<file path="config.mk">
export PLATFORM = sky130hd
export DESIGN_NAME = psum_accumulator_flat
export DESIGN_NICKNAME = d
export VERILOG_FILES = /design/src/rtl/psum_accumulator_pkg.sv /design/src/rtl/psum_accumulator_if.sv /design/src/rtl/psum_accumulator_sat_add.sv /design/src/rtl/psum_accumulator.sv /design/src/flat_wrapper.sv
export SDC_FILE = /design/constraint.sdc
export NUM_CORES = 1
export LEC_CHECK = 0
export CORE_MARGIN = 2
export CORE_UTILIZATION = 57
export CTS_CLUSTER_DIAMETER = 50
export DETAILED_ROUTE_END_ITERATION = 8
export PLACE_DENSITY_LB_ADDON = 0.08
export SLEW_MARGIN = 5
export SYNTH_ARGS = -nofsm -noshare
export SYNTH_HDL_FRONTEND = slang
export SYNTH_SLANG_ARGS = --single-unit
</file>
<file path="constraint.sdc">
create_clock -name clk -period 3.8 [get_ports clk]
set_clock_uncertainty 0.15 [all_clocks]
set_input_delay 0.57 -clock clk [delete_from_list [all_inputs] [get_ports clk]]
set_output_delay 0.57 -clock clk [all_outputs]
set_load 0.01 [all_outputs]
</file>
<file path="src/rtl/psum_accumulator_pkg.sv">
`default_nettype none
// +--------------------------------------------------------------------------+
// | Package     : psum_acc_pkg                                               |
// | Description : Shared types and default widths for the partial-sum       |
// |               accumulator that follows fusion_unit.                      |
// | Revision    : 1.0 - initial release                                      |
// +--------------------------------------------------------------------------+
package psum_acc_pkg;

  // Default widths; the accumulator must be at least one bit wider than a product.
  localparam int DEF_PSUM_W  = 19;
  localparam int DEF_ACC_W   = 32;
  localparam int DEF_MAX_LEN = 256;

  // Saturation rails of the default-width accumulator, for downstream consumers.
  localparam logic [DEF_ACC_W-1:0] ACC_MAX = {1'b0, {(DEF_ACC_W-1){1'b1}}};
  localparam logic [DEF_ACC_W-1:0] ACC_MIN = {1'b1, {(DEF_ACC_W-1){1'b0}}};

  // Run controller states.
  typedef enum logic [1:0] {
    ST_IDLE  = 2'd0,
    ST_ACCUM = 2'd1,
    ST_HOLD  = 2'd2
  } state_e;

endpackage : psum_acc_pkg
`default_nettype wire

</file>
<file path="src/rtl/psum_accumulator_if.sv">
`default_nettype none
// +--------------------------------------------------------------------------+
// | Interface   : psum_accumulator_if                                        |
// | Description : Run control, product stream and result handshake of the   |
// |               partial-sum accumulator. The accumulator is the slave.     |
// | Revision    : 1.0 - initial release                                      |
// +--------------------------------------------------------------------------+
interface psum_accumulator_if #(
  parameter int PSUM_W = 19,
  parameter int ACC_W  = 32,
  parameter int LEN_W  = 9
);

  // Run control from the upstream controller
  logic              start;
  logic [LEN_W-1:0]  len;

  // Product stream from fusion_unit
  logic [PSUM_W-1:0] psum_in;
  logic              psum_valid;

  // Result channel and status
  logic [ACC_W-1:0]  acc_out;
  logic              out_valid;
  logic              out_ready;
  logic              sat;
  logic              busy;
  logic              drop;

  // Controller / producer / result consumer side
  modport master (
    output start, len, psum_in, psum_valid, out_ready,
    input  acc_out, out_valid, sat, busy, drop
  );

  // Accumulator side
  modport slave (
    input  start, len, psum_in, psum_valid, out_ready,
    output acc_out, out_valid, sat, busy, drop
  );

endinterface : psum_accumulator_if
`default_nettype wire

</file>
<file path="src/rtl/psum_accumulator_sat_add.sv">
`default_nettype none
// +--------------------------------------------------------------------------+
// | Module      : psum_sat_add                                               |
// | Description : Sign-extends a product to accumulator width, adds it to    |
// |               the running sum and clamps to the signed range, flagging   |
// |               any clamp on ovf.                                          |
// | Revision    : 1.0 - initial release                                      |
// +--------------------------------------------------------------------------+
module psum_sat_add #(
  parameter int PSUM_W = 19,
  parameter int ACC_W  = 32
) (
  input  logic [ACC_W-1:0]  acc_in,
  input  logic [PSUM_W-1:0] psum_in,
  output logic [ACC_W-1:0]  sum_out,
  output logic              ovf
);

  localparam logic [ACC_W-1:0] SAT_MAX = {1'b0, {(ACC_W-1){1'b1}}};
  localparam logic [ACC_W-1:0] SAT_MIN = {1'b1, {(ACC_W-1){1'b0}}};

  // One guard bit above the accumulator is enough: both operands fit in ACC_W.
  logic [ACC_W:0] acc_ext;
  logic [ACC_W:0] psum_ext;
  logic [ACC_W:0] raw_sum;

  // Exact sum in ACC_W+1 bits, then clamp when the guard and sign bits disagree.
  always_comb begin
    acc_ext  = {acc_in[ACC_W-1], acc_in};
    psum_ext = {{(ACC_W+1-PSUM_W){psum_in[PSUM_W-1]}}, psum_in};
    raw_sum  = acc_ext + psum_ext;
    ovf      = raw_sum[ACC_W] ^ raw_sum[ACC_W-1];
    if (!ovf) begin
      sum_out = raw_sum[ACC_W-1:0];
    end else if (raw_sum[ACC_W]) begin
      sum_out = SAT_MIN;
    end else begin
      sum_out = SAT_MAX;
    end
  end

endmodule : psum_sat_add
`default_nettype wire

</file>
<file path="src/rtl/psum_accumulator.sv">
`default_nettype none
// +--------------------------------------------------------------------------+
// | Module      : psum_accumulator                                           |
// | Description : Sums a programmed number of signed products from           |
// |               fusion_unit into a saturating accumulator and presents one |
// |               dot-product result per run on a valid/ready channel.       |
// | Revision    : 1.0 - initial release                                      |
// +--------------------------------------------------------------------------+
module psum_accumulator
  import psum_acc_pkg::*;
#(
  parameter int PSUM_W  = DEF_PSUM_W,
  parameter int ACC_W   = DEF_ACC_W,
  parameter int MAX_LEN = DEF_MAX_LEN,
  parameter int LEN_W   = $clog2(MAX_LEN + 1)
) (
  input  logic              clk,
  input  logic              rst_n,
  psum_accumulator_if.slave bus
);

  state_e            state_q,     state_d;
  logic [ACC_W-1:0]  acc_q,       acc_d;
  logic [LEN_W-1:0]  cnt_q,       cnt_d;
  logic [LEN_W-1:0]  len_q,       len_d;
  logic [ACC_W-1:0]  acc_out_q,   acc_out_d;
  logic              out_valid_q, out_valid_d;
  logic              sat_q,       sat_d;
  logic              drop_q,      drop_d;

  logic [LEN_W-1:0]  len_clamped;
  logic [ACC_W-1:0]  sum;
  logic              sum_ovf;
  logic              launch;

  // Oversized run lengths are treated as the largest supported run.
  assign len_clamped = (bus.len > LEN_W'(MAX_LEN)) ? LEN_W'(MAX_LEN) : bus.len;

  psum_sat_add #(
    .PSUM_W (PSUM_W),
    .ACC_W  (ACC_W)
  ) u_sat_add (
    .acc_in  (acc_q),
    .psum_in (bus.psum_in),
    .sum_out (sum),
    .ovf     (sum_ovf)
  );

  // Next-state logic: accumulate in ACCUM, hold the result in HOLD, and
  // launch a new run from IDLE or on the HOLD handshake.
  always_comb begin
    state_d     = state_q;
    acc_d       = acc_q;
    cnt_d       = cnt_q;
    len_d       = len_q;
    acc_out_d   = acc_out_q;
    out_valid_d = out_valid_q;
    sat_d       = sat_q;
    drop_d      = bus.psum_valid & (state_q != ST_ACCUM);
    launch      = 1'b0;

    unique case (state_q)
      ST_IDLE: begin
        launch = bus.start;
      end
      ST_ACCUM: begin
        if (bus.psum_valid) begin
          acc_d = sum;
          cnt_d = cnt_q + LEN_W'(1);
          if (sum_ovf) begin
            sat_d = 1'b1;
          end
          // The final product goes straight into the result register so the
          // result appears on the edge that consumes it.
          if (cnt_q == len_q - LEN_W'(1)) begin
            acc_out_d   = sum;
            out_valid_d = 1'b1;
            state_d     = ST_HOLD;
          end
        end
      end
      ST_HOLD: begin
        if (bus.out_ready) begin
          if (bus.start) begin
            launch = 1'b1;
          end else begin
            out_valid_d = 1'b0;
            state_d     = ST_IDLE;
          end
        end
      end
      default: begin
        state_d = ST_IDLE;
      end
    endcase

    // A zero-length run skips accumulation and reports an empty sum.
    if (launch) begin
      sat_d = 1'b0;
      if (len_clamped == '0) begin
        acc_out_d   = '0;
        out_valid_d = 1'b1;
        state_d     = ST_HOLD;
      end else begin
        acc_d       = '0;
        cnt_d       = '0;
        len_d       = len_clamped;
        out_valid_d = 1'b0;
        state_d     = ST_ACCUM;
      end
    end
  end

  // State and datapath registers; reset abandons any run in progress.
  always_ff @(posedge clk or negedge rst_n) begin
    if (!rst_n) begin
      state_q     <= ST_IDLE;
      acc_q       <= '0;
      cnt_q       <= '0;
      len_q       <= '0;
      acc_out_q   <= '0;
      out_valid_q <= 1'b0;
      sat_q       <= 1'b0;
      drop_q      <= 1'b0;
    end else begin
      state_q     <= state_d;
      acc_q       <= acc_d;
      cnt_q       <= cnt_d;
      len_q       <= len_d;
      acc_out_q   <= acc_out_d;
      out_valid_q <= out_valid_d;
      sat_q       <= sat_d;
      drop_q      <= drop_d;
    end
  end

  assign bus.acc_out   = acc_out_q;
  assign bus.out_valid = out_valid_q;
  assign bus.sat       = sat_q;
  assign bus.drop      = drop_q;
  assign bus.busy      = (state_q != ST_IDLE);

endmodule : psum_accumulator
`default_nettype wire

</file>
<file path="src/flat_wrapper.sv">
// flat-port wrapper written by rule: the top's interface ports become plain ports
module psum_accumulator_flat import psum_acc_pkg::*;
#(
  parameter int PSUM_W  = DEF_PSUM_W,
  parameter int ACC_W   = DEF_ACC_W,
  parameter int MAX_LEN = DEF_MAX_LEN,
  parameter int LEN_W   = $clog2(MAX_LEN + 1)
)
  (clk, rst_n, bus_start, bus_len, bus_psum_in, bus_psum_valid, bus_out_ready, bus_acc_out, bus_out_valid, bus_sat, bus_busy, bus_drop);
  psum_accumulator_if #(.PSUM_W(PSUM_W), .ACC_W(ACC_W), .LEN_W(LEN_W)) bus_i ();
  input  logic clk;
  input  logic rst_n;
  input wire logic [$bits(bus_i.start)-1:0] bus_start;
  input wire logic [$bits(bus_i.len)-1:0] bus_len;
  input wire logic [$bits(bus_i.psum_in)-1:0] bus_psum_in;
  input wire logic [$bits(bus_i.psum_valid)-1:0] bus_psum_valid;
  input wire logic [$bits(bus_i.out_ready)-1:0] bus_out_ready;
  output wire logic [$bits(bus_i.acc_out)-1:0] bus_acc_out;
  output wire logic [$bits(bus_i.out_valid)-1:0] bus_out_valid;
  output wire logic [$bits(bus_i.sat)-1:0] bus_sat;
  output wire logic [$bits(bus_i.busy)-1:0] bus_busy;
  output wire logic [$bits(bus_i.drop)-1:0] bus_drop;
  assign bus_i.start = bus_start;
  assign bus_i.len = bus_len;
  assign bus_i.psum_in = bus_psum_in;
  assign bus_i.psum_valid = bus_psum_valid;
  assign bus_i.out_ready = bus_out_ready;
  assign bus_acc_out = bus_i.acc_out;
  assign bus_out_valid = bus_i.out_valid;
  assign bus_sat = bus_i.sat;
  assign bus_busy = bus_i.busy;
  assign bus_drop = bus_i.drop;
  psum_accumulator #(.PSUM_W(PSUM_W), .ACC_W(ACC_W), .MAX_LEN(MAX_LEN), .LEN_W(LEN_W)) u_core (.clk(clk), .rst_n(rst_n), .bus(bus_i));
endmodule
</file>
Word level (Yosys, flattened, before mapping) --
Index checks and enable logic that the tools add are counted.
Word-level totals: flip-flop bits (word level) 87, bits in latches 0, memory bits (writable) 0, memory bits (read-only) 0, input bits 33, output and inout port bits 36, memories 0
Operators by class: add/sub/neg operators 3, multipliers 0, div/mod/pow operators 0, $lt $le $gt $ge 1, eq/ne operators 9, shifts and indexed selects 0, muxes and demuxes 37, bitwise operators 3, reductions and logical operators 11
Operator list (count):
- $mux 32 | 11
- $mux 9 | 5
- $add 32x19->33 | 1
- $mux 1 | 12
- $mux 2 | 6
- $reduce_and 5->1 | 2
- $add 9x1->9 const B | 1
- $eq 9x9->1 | 1
- $gt 9x9->1 const B | 1
- $logic_not 9->1 | 1
- $ne 3x2->1 const B | 3
- $sub 9x1->9 const B | 1
- $reduce_bool 2->1 | 4
- $pmux 2 s3 | 1
- $ne 2x1->1 const B | 2
- $pmux 1 s2 | 2
- $ne 3x1->1 const B | 1
- $reduce_and 3->1 | 1
- $reduce_bool 3->1 | 1
- $eq 2x1->1 const B | 1
- $eq 2x2->1 const B | 1
- $logic_not 2->1 | 1
- $reduce_and 2->1 | 1
- $and 1x1->1 | 1
- other kinds (2) | 2

Longest topological paths before layout --
Gate-level depths: netlist (run 1).
depth in word-level cells 8, mapped depth 12, gate-level depth less buffers 10

Hierarchy --
Synthesis (run 1) repeated with hierarchy kept, for this count alone.
Unflattened totals: cells, all modules 720, area total of the unflattened synthesis 6084.6 µm²
By module, submodules not included:
- psum_accumulator | times used 1, cells an instance 433, area an instance 4041.4 µm², seq. area each 2177.1 µm²
- psum_sat_add | times used 1, cells an instance 287, area an instance 2043.2 µm², seq. area each 0.0 µm²

Least setup slack after synthesis (run 1) --
OpenSTA, ideal clock, no wires.
path type input to register, start point input port bus_psum_in[0], end point register u_core.acc_out_q[29] (netlist: u_core.bus.acc_out[29]), arrival 3217 ps, required time 3523 ps, setup slack 306 ps, stages on the path 12, path through ha_1 fa_1 a211o_1 a211o_1 a211oi_2 nand4bb_1 a21boi_2 o211a_1 buf_6 nor3b_4 buf_6 a21oi_1
On the way: word-level cells in the longest chain between the ends 8, elaborated cells on any way between the ends 9
RTL lines:
- start, declared | RTL line flat_wrapper.sv:15 | input wire logic [$bits(bus_i.psum_in)-1:0] bus_psum_in;
- $add 32x19->33 (*) | RTL line psum_accumulator_sat_add.sv:31 | raw_sum = acc_ext + psum_ext;
- $mux 32 or $xor 1x1->1 (tied branches) | RTL line psum_accumulator_sat_add.sv:35, psum_accumulator_sat_add.sv:32
- $mux 32 (*) | RTL line psum_accumulator_sat_add.sv:33 | if (!ovf) begin
- $mux 32 (*) | RTL line psum_accumulator.sv:75 | if (cnt_q == len_q - LEN_W'(1)) begin
- $mux 32 (*) | RTL line psum_accumulator.sv:67 | if (bus.psum_valid) begin
- $mux 32 (*) | RTL line psum_accumulator.sv:62 | unique case (state_q)
- $mux 32 | RTL line psum_accumulator.sv:100 | if (len_clamped == '0) begin
- $mux 32 (*) | RTL line psum_accumulator.sv:98 | if (launch) begin
- net u_core.acc_out_d[29] | RTL line psum_accumulator.sv:26 | logic [ACC_W-1:0] acc_out_q, acc_out_d;
- end signal, assigned | RTL line psum_accumulator.sv:130 | acc_out_q <= acc_out_d;
- end, declared | RTL line psum_accumulator.sv:26
The timed path passes the listed nets; every way through them passes the cells marked *. A chain may end at the register's enable or synchronous reset.

Worst setup path after layout (run 1) --
start point input port bus_psum_in[0], end point register u_core.acc_q[13]
On the way: word-level cells in the longest chain between the ends 7, elaborated cells on any way between the ends 8
RTL lines:
- $add 32x19->33 (*) | RTL line psum_accumulator_sat_add.sv:31
- $mux 32 or $xor 1x1->1 (tied branches) | RTL line psum_accumulator_sat_add.sv:35, psum_accumulator_sat_add.sv:32
- $mux 32 (*) | RTL line psum_accumulator_sat_add.sv:33
- $mux 32 (*) | RTL line psum_accumulator.sv:67
- $mux 32 (*) | RTL line psum_accumulator.sv:62
- $mux 32 | RTL line psum_accumulator.sv:100
- $mux 32 (*) | RTL line psum_accumulator.sv:98
- net u_core.acc_d[13] | RTL line psum_accumulator.sv:23 | logic [ACC_W-1:0] acc_q, acc_d;
- end signal, assigned | RTL line psum_accumulator.sv:118 | acc_q <= '0;
- end signal, assigned | RTL line psum_accumulator.sv:127 | acc_q <= acc_d;
- end, declared | RTL line psum_accumulator.sv:23
Marked as above.

==> run_results.csv, run 1 <==
group,metric,value,unit
status,result_of_the_run,"finished clean",
worst_setup_path,ordered_cell_list_for_the_critical_path,"clkdlybuf4s50_1 > ha_1 > fa_1 > a211o_1 > a211o_1 > a211oi_2 > nand4bb_1 > a21boi_2 > o211a_1 > buf_4 > a211oi_2 > a21oi_1",
clock_tree,clock_path_buffers,2,
sta,timing.setup.tns,0,ns
detailed_routing,antenna_violating_nets_post_route,0,
detailed_routing,first_pass_iters,5,
placement,hpwl,12200,um
sta,worst-slew-pin-transition,1.10,ns
sta,rsz_0062_raised_after_global_routing,"no",
clock_tree,cts_inserted_buffers,9,
detailed_routing,detail_route.drc_violations,0,
global_route,number_of_antenna_violations_at_the_first_check_in_global_routing,0,
clock_tree,cts.htree.levels,3,
synth,synth.yosys.warnings,0,
global_route,grt_start_max_net_pins,88,
global_route,grt_usage,0.313,
run,maxCapViolCount,0,
synth,synth_top_flop_cell,"sky130_fd_sc_hd__dfrtp_1",
worst_setup_path,timing.critical_path.from_type,"input pin",
clock_tree,cts_root_buf,"sky130_fd_sc_hd__clkbuf_8",
synth,postSynthNetCount,751,
synth,post_synth_num_cell_types,63,
worst_setup_path,crit_path_end_kind,"flip-flop",
worst_setup_path,critPathSlowestCell,"sky130_fd_sc_hd__clkdlybuf4s50_1",
clock_tree,cts.clk_slew.worst_paths,0.09,ns
placement,preCtsSetupSlack,-0.260,ns
cells_and_area,finish.net_count,865,
cells_and_area,utilization,0.719,
worst_setup_path,crit_buf_inv,2,
detailed_routing,drt-wirelength-per-cell,17.9,um
placement,io_buffer_count,68,
sta,finalHoldViolCount,0,
synth,synth.yosys.seq_area_share,0.371,
die,floorplan.initialDensity,0.579,
detailed_routing,route.final.wire_length,16700,um
worst_setup_path,worst_path_dominant_cell_family,"compound AO/OA/AOI/OAI gates",
sta,hold_slack,0.247,ns
sta,layout_setup_ws,0.187,ns
worst_setup_path,cp_max_fo,4,
synth,synth_seq_cells,87,
detailed_routing,route.detailed.vias_per_inst,6.04,
global_route,global_route_wire_length_before_repair,27700,um
die,floorplan.rows,37,
power,worst_ir_drop_vdd,0.429,mV
sta,period_share,0.951,
sta,finalSetupViolCount,0,
die,fp.dieH,105,um
clock_tree,post_cts.repair.setup_buffers,0,
die,design.die.area,11100,sq um
synth,syn-mean-instance-area,8.63,sq um
global_route,grt_pass1_vias,5648,
cells_and_area,final_layout_size_suffix_gt1_frac,0.126,
global_route,globalRouteOverflowTotal,0,
cells_and_area,antennaDiodeCount,0,
worst_setup_path,crit_required,3.90,ns
worst_setup_path,setup.worst_path.class,"in -> reg",
clock_tree,clkSinkCount,87,
power,total_power_divided_by_cell_area,722,nW/um^2
power,p_leak,0.00345,uW
cells_and_area,synthToLayoutAreaGrowth,24.2,%
sta,finalCriticalPeriod,3.61,ns
sta,fmaxAchievable,277,MHz
synth,synth.cell_area,5870,sq um
placement,gp_congestion,0.975,
sta,slew_headroom,0.264,
min_path,timing.hold.worst.class,"in -> async",
clock_tree,insertion_delay,0.39,ns
clock_tree,cts_tree,"done",
die,die_w,105,um
synth,synth-edff-count,0,
detailed_routing,drt-initial-drc-count,341,
die,core-area,10100,sq um
synth,mapped_cells,680,
worst_setup_path,crit_path_max_incr_delay,0.40,ns
synth,synth_async_sr_flop_share,1.00,
sta,timing.final.max_slew_violations,0,
die,top_level_ports,69,
detailed_routing,num_vias,5646,
worst_setup_path,cp.arrival,3.71,ns
==> layout by cell type, fill, tap and decap left out, drive strengths merged, types with 12 or more instances in the layout <==
cell type,n
a211oi,13
xor2,22
nor3,14
a21oi,112
nor2,27
nand4,12
inv,12
buf,71
clkdlybuf4s50,67
a21o,16
nand2,75
ha,37
xnor2,21
dfrtp,87
o21ai,82
nand3,15
==> cell families after synthesis <==
logic type / Yosys count / synth area share
AOI/OAI and AO/OA: 265 / 0.264
and+or+nand+nor: 192 / 0.164
DFF: 87 / 0.371
buffers and inverters: 47 / 0.0405
xor gates and xnor gates: 43 / 0.0642
adders and majority gates: 38 / 0.0823
muxes: 8 / 0.0137
==> where the power goes <==
group,internal [uW],total [uW],switching (uW)
Sequential,1190,1390,195
Combinational,1430,3220,1790
Clock,304,657,352
==> worst reg2reg max path, stage by stage, from the launching register on <==
cell and delay [ns]:
sky130_fd_sc_hd__dfrtp_1 0.40, sky130_fd_sc_hd__ha_1 0.22, sky130_fd_sc_hd__fa_1 0.40, sky130_fd_sc_hd__a211o_1 0.29
sky130_fd_sc_hd__a211o_1 0.35, sky130_fd_sc_hd__a211oi_2 0.24, sky130_fd_sc_hd__nand4bb_1 0.24, sky130_fd_sc_hd__a21boi_2 0.11
sky130_fd_sc_hd__o211a_1 0.31, sky130_fd_sc_hd__buf_4 0.20, sky130_fd_sc_hd__a211oi_2 0.26, sky130_fd_sc_hd__a21oi_1 0.12
==> Yosys cell counts (2+ instances only) <==
cell type	n	share of area
sky130_fd_sc_hd__and2_1	6	0.0064
sky130_fd_sc_hd__nor4_1	2	0.0021
sky130_fd_sc_hd__inv_1	12	0.0077
sky130_fd_sc_hd__and3_1	9	0.0096
sky130_fd_sc_hd__nor3_1	12	0.010
sky130_fd_sc_hd__o31ai_1	3	0.0038
sky130_fd_sc_hd__ha_1	37	0.079
sky130_fd_sc_hd__nand3_1	15	0.013
sky130_fd_sc_hd__o21bai_1	6	0.0077
sky130_fd_sc_hd__a211oi_1	12	0.015
sky130_fd_sc_hd__a21o_1	15	0.019
sky130_fd_sc_hd__nor2b_1	7	0.0075
sky130_fd_sc_hd__xnor2_1	21	0.031
sky130_fd_sc_hd__nand3b_1	8	0.010
sky130_fd_sc_hd__o31a_1	2	0.0030
sky130_fd_sc_hd__buf_2	5	0.0043
sky130_fd_sc_hd__nand2b_1	7	0.0075
sky130_fd_sc_hd__nand2_1	75	0.048
sky130_fd_sc_hd__mux2i_1	8	0.014
sky130_fd_sc_hd__buf_6	6	0.012
sky130_fd_sc_hd__a211o_1	4	0.0060
sky130_fd_sc_hd__o211ai_1	4	0.0051
sky130_fd_sc_hd__buf_4	2	0.0026
sky130_fd_sc_hd__clkbuf_2	2	0.0017
sky130_fd_sc_hd__a221oi_1	2	0.0030
sky130_fd_sc_hd__or3_1	2	0.0021
sky130_fd_sc_hd__buf_1	2	0.0013
sky130_fd_sc_hd__xor2_1	22	0.033
sky130_fd_sc_hd__nor3b_1	2	0.0026
sky130_fd_sc_hd__clkbuf_1	18	0.012
sky130_fd_sc_hd__o211a_1	2	0.0034
sky130_fd_sc_hd__o21ai_0	81	0.069
sky130_fd_sc_hd__a31oi_1	4	0.0043
sky130_fd_sc_hd__nor2_1	27	0.017
sky130_fd_sc_hd__a2111oi_0	2	0.0030
sky130_fd_sc_hd__dfrtp_1	87	0.37
sky130_fd_sc_hd__nand4_1	12	0.013
sky130_fd_sc_hd__a21oi_1	112	0.096
==> path summary, 6_finish.rpt <==
kind / from / slack, ns / to / depth (start not counted)
min: rst_n / 0.25 / u_core.acc_q[23] / 1
max reg2reg: u_core.acc_q[0] / 0.39 / u_core.acc_q[13] / 11
max in group asynchronous: rst_n / 2.56 / u_core.acc_q[8] / 1
min in group clk: u_core.bus.sat / 0.37 / u_core.bus.sat / 1
min reg2reg: u_core.bus.sat / 0.37 / u_core.bus.sat / 1
max: bus_psum_in[0] / 0.19 / u_core.acc_q[13] / 12
==> final cells by class <==
class / count / area, sq um
inverters: 12 / 45.0
well taps: 136 / 170
multi-input cells: 546 / 3480
fillers: 825 / 2850
clock inverters: 5 / 58.8
clock buffers: 11 / 131
flip-flops and latches: 87 / 2180
repair buffers: 138 / 1230
==> flip-flops by register name (all words and copies together) (netlist names) <==
register              cells
u_core.bus.out_valid      1
u_core.bus.drop           1
u_core.state_q            2
u_core.len_q              9
u_core.bus.acc_out       32
u_core.acc_q             32
u_core.bus.sat            1
u_core.cnt_q              9
==> routing by layer <==
metal	share of wire	wire length (um)	track usage	vias to the layer above
met5	0	0	0	-
met4	0.014	239	0.0886	0
met3	0.069	1150	0.0693	24
met2	0.47	7860	0.509	205
met1	0.45	7460	0.421	2716
li1	-	-	-	2701
==> repair_timing <==
action,CTS,global route
setup endpoints to repair,0,7
resized for setup,0,5
hold buffers,0,0
==> metrics by stage <==
stage          area [sq um]  power, uW  cells
5_1_grt                7290       5670    935
2_1_floorplan          5870       3410    680
6_report               7290       5260    935
3_3_place_gp           7070       4390    919
4_1_cts                7260       5190    935
3_5_place_dp           7070       4510    919
(Power assumes the default switching activity.)
==> inputs of run 2 (changes only) <==
--- a/config.mk
+++ b/config.mk
@@ -7,7 +7,7 @@
 export LEC_CHECK = 0
 export CORE_MARGIN = 2
 export CORE_UTILIZATION = 57
-export CTS_CLUSTER_DIAMETER = 50
+export CTS_CLUSTER_DIAMETER = 200
 export DETAILED_ROUTE_END_ITERATION = 8
 export PLACE_DENSITY_LB_ADDON = 0.08
 export SLEW_MARGIN = 5
==> results of run 2 <==
Final layout, timing and power as in run 1 (identical DEF).
==> inputs of run 3 (changes only) <==
--- a/config.mk
+++ b/config.mk
@@ -9,6 +9,7 @@
 export CORE_UTILIZATION = 57
 export CTS_CLUSTER_DIAMETER = 200
 export DETAILED_ROUTE_END_ITERATION = 8
+export GPL_ROUTABILITY_DRIVEN = 1
 export PLACE_DENSITY_LB_ADDON = 0.08
 export SLEW_MARGIN = 5
 export SYNTH_ARGS = -nofsm -noshare
==> results of run 3 <==
Final layout, timing and power as in run 1 (identical DEF).
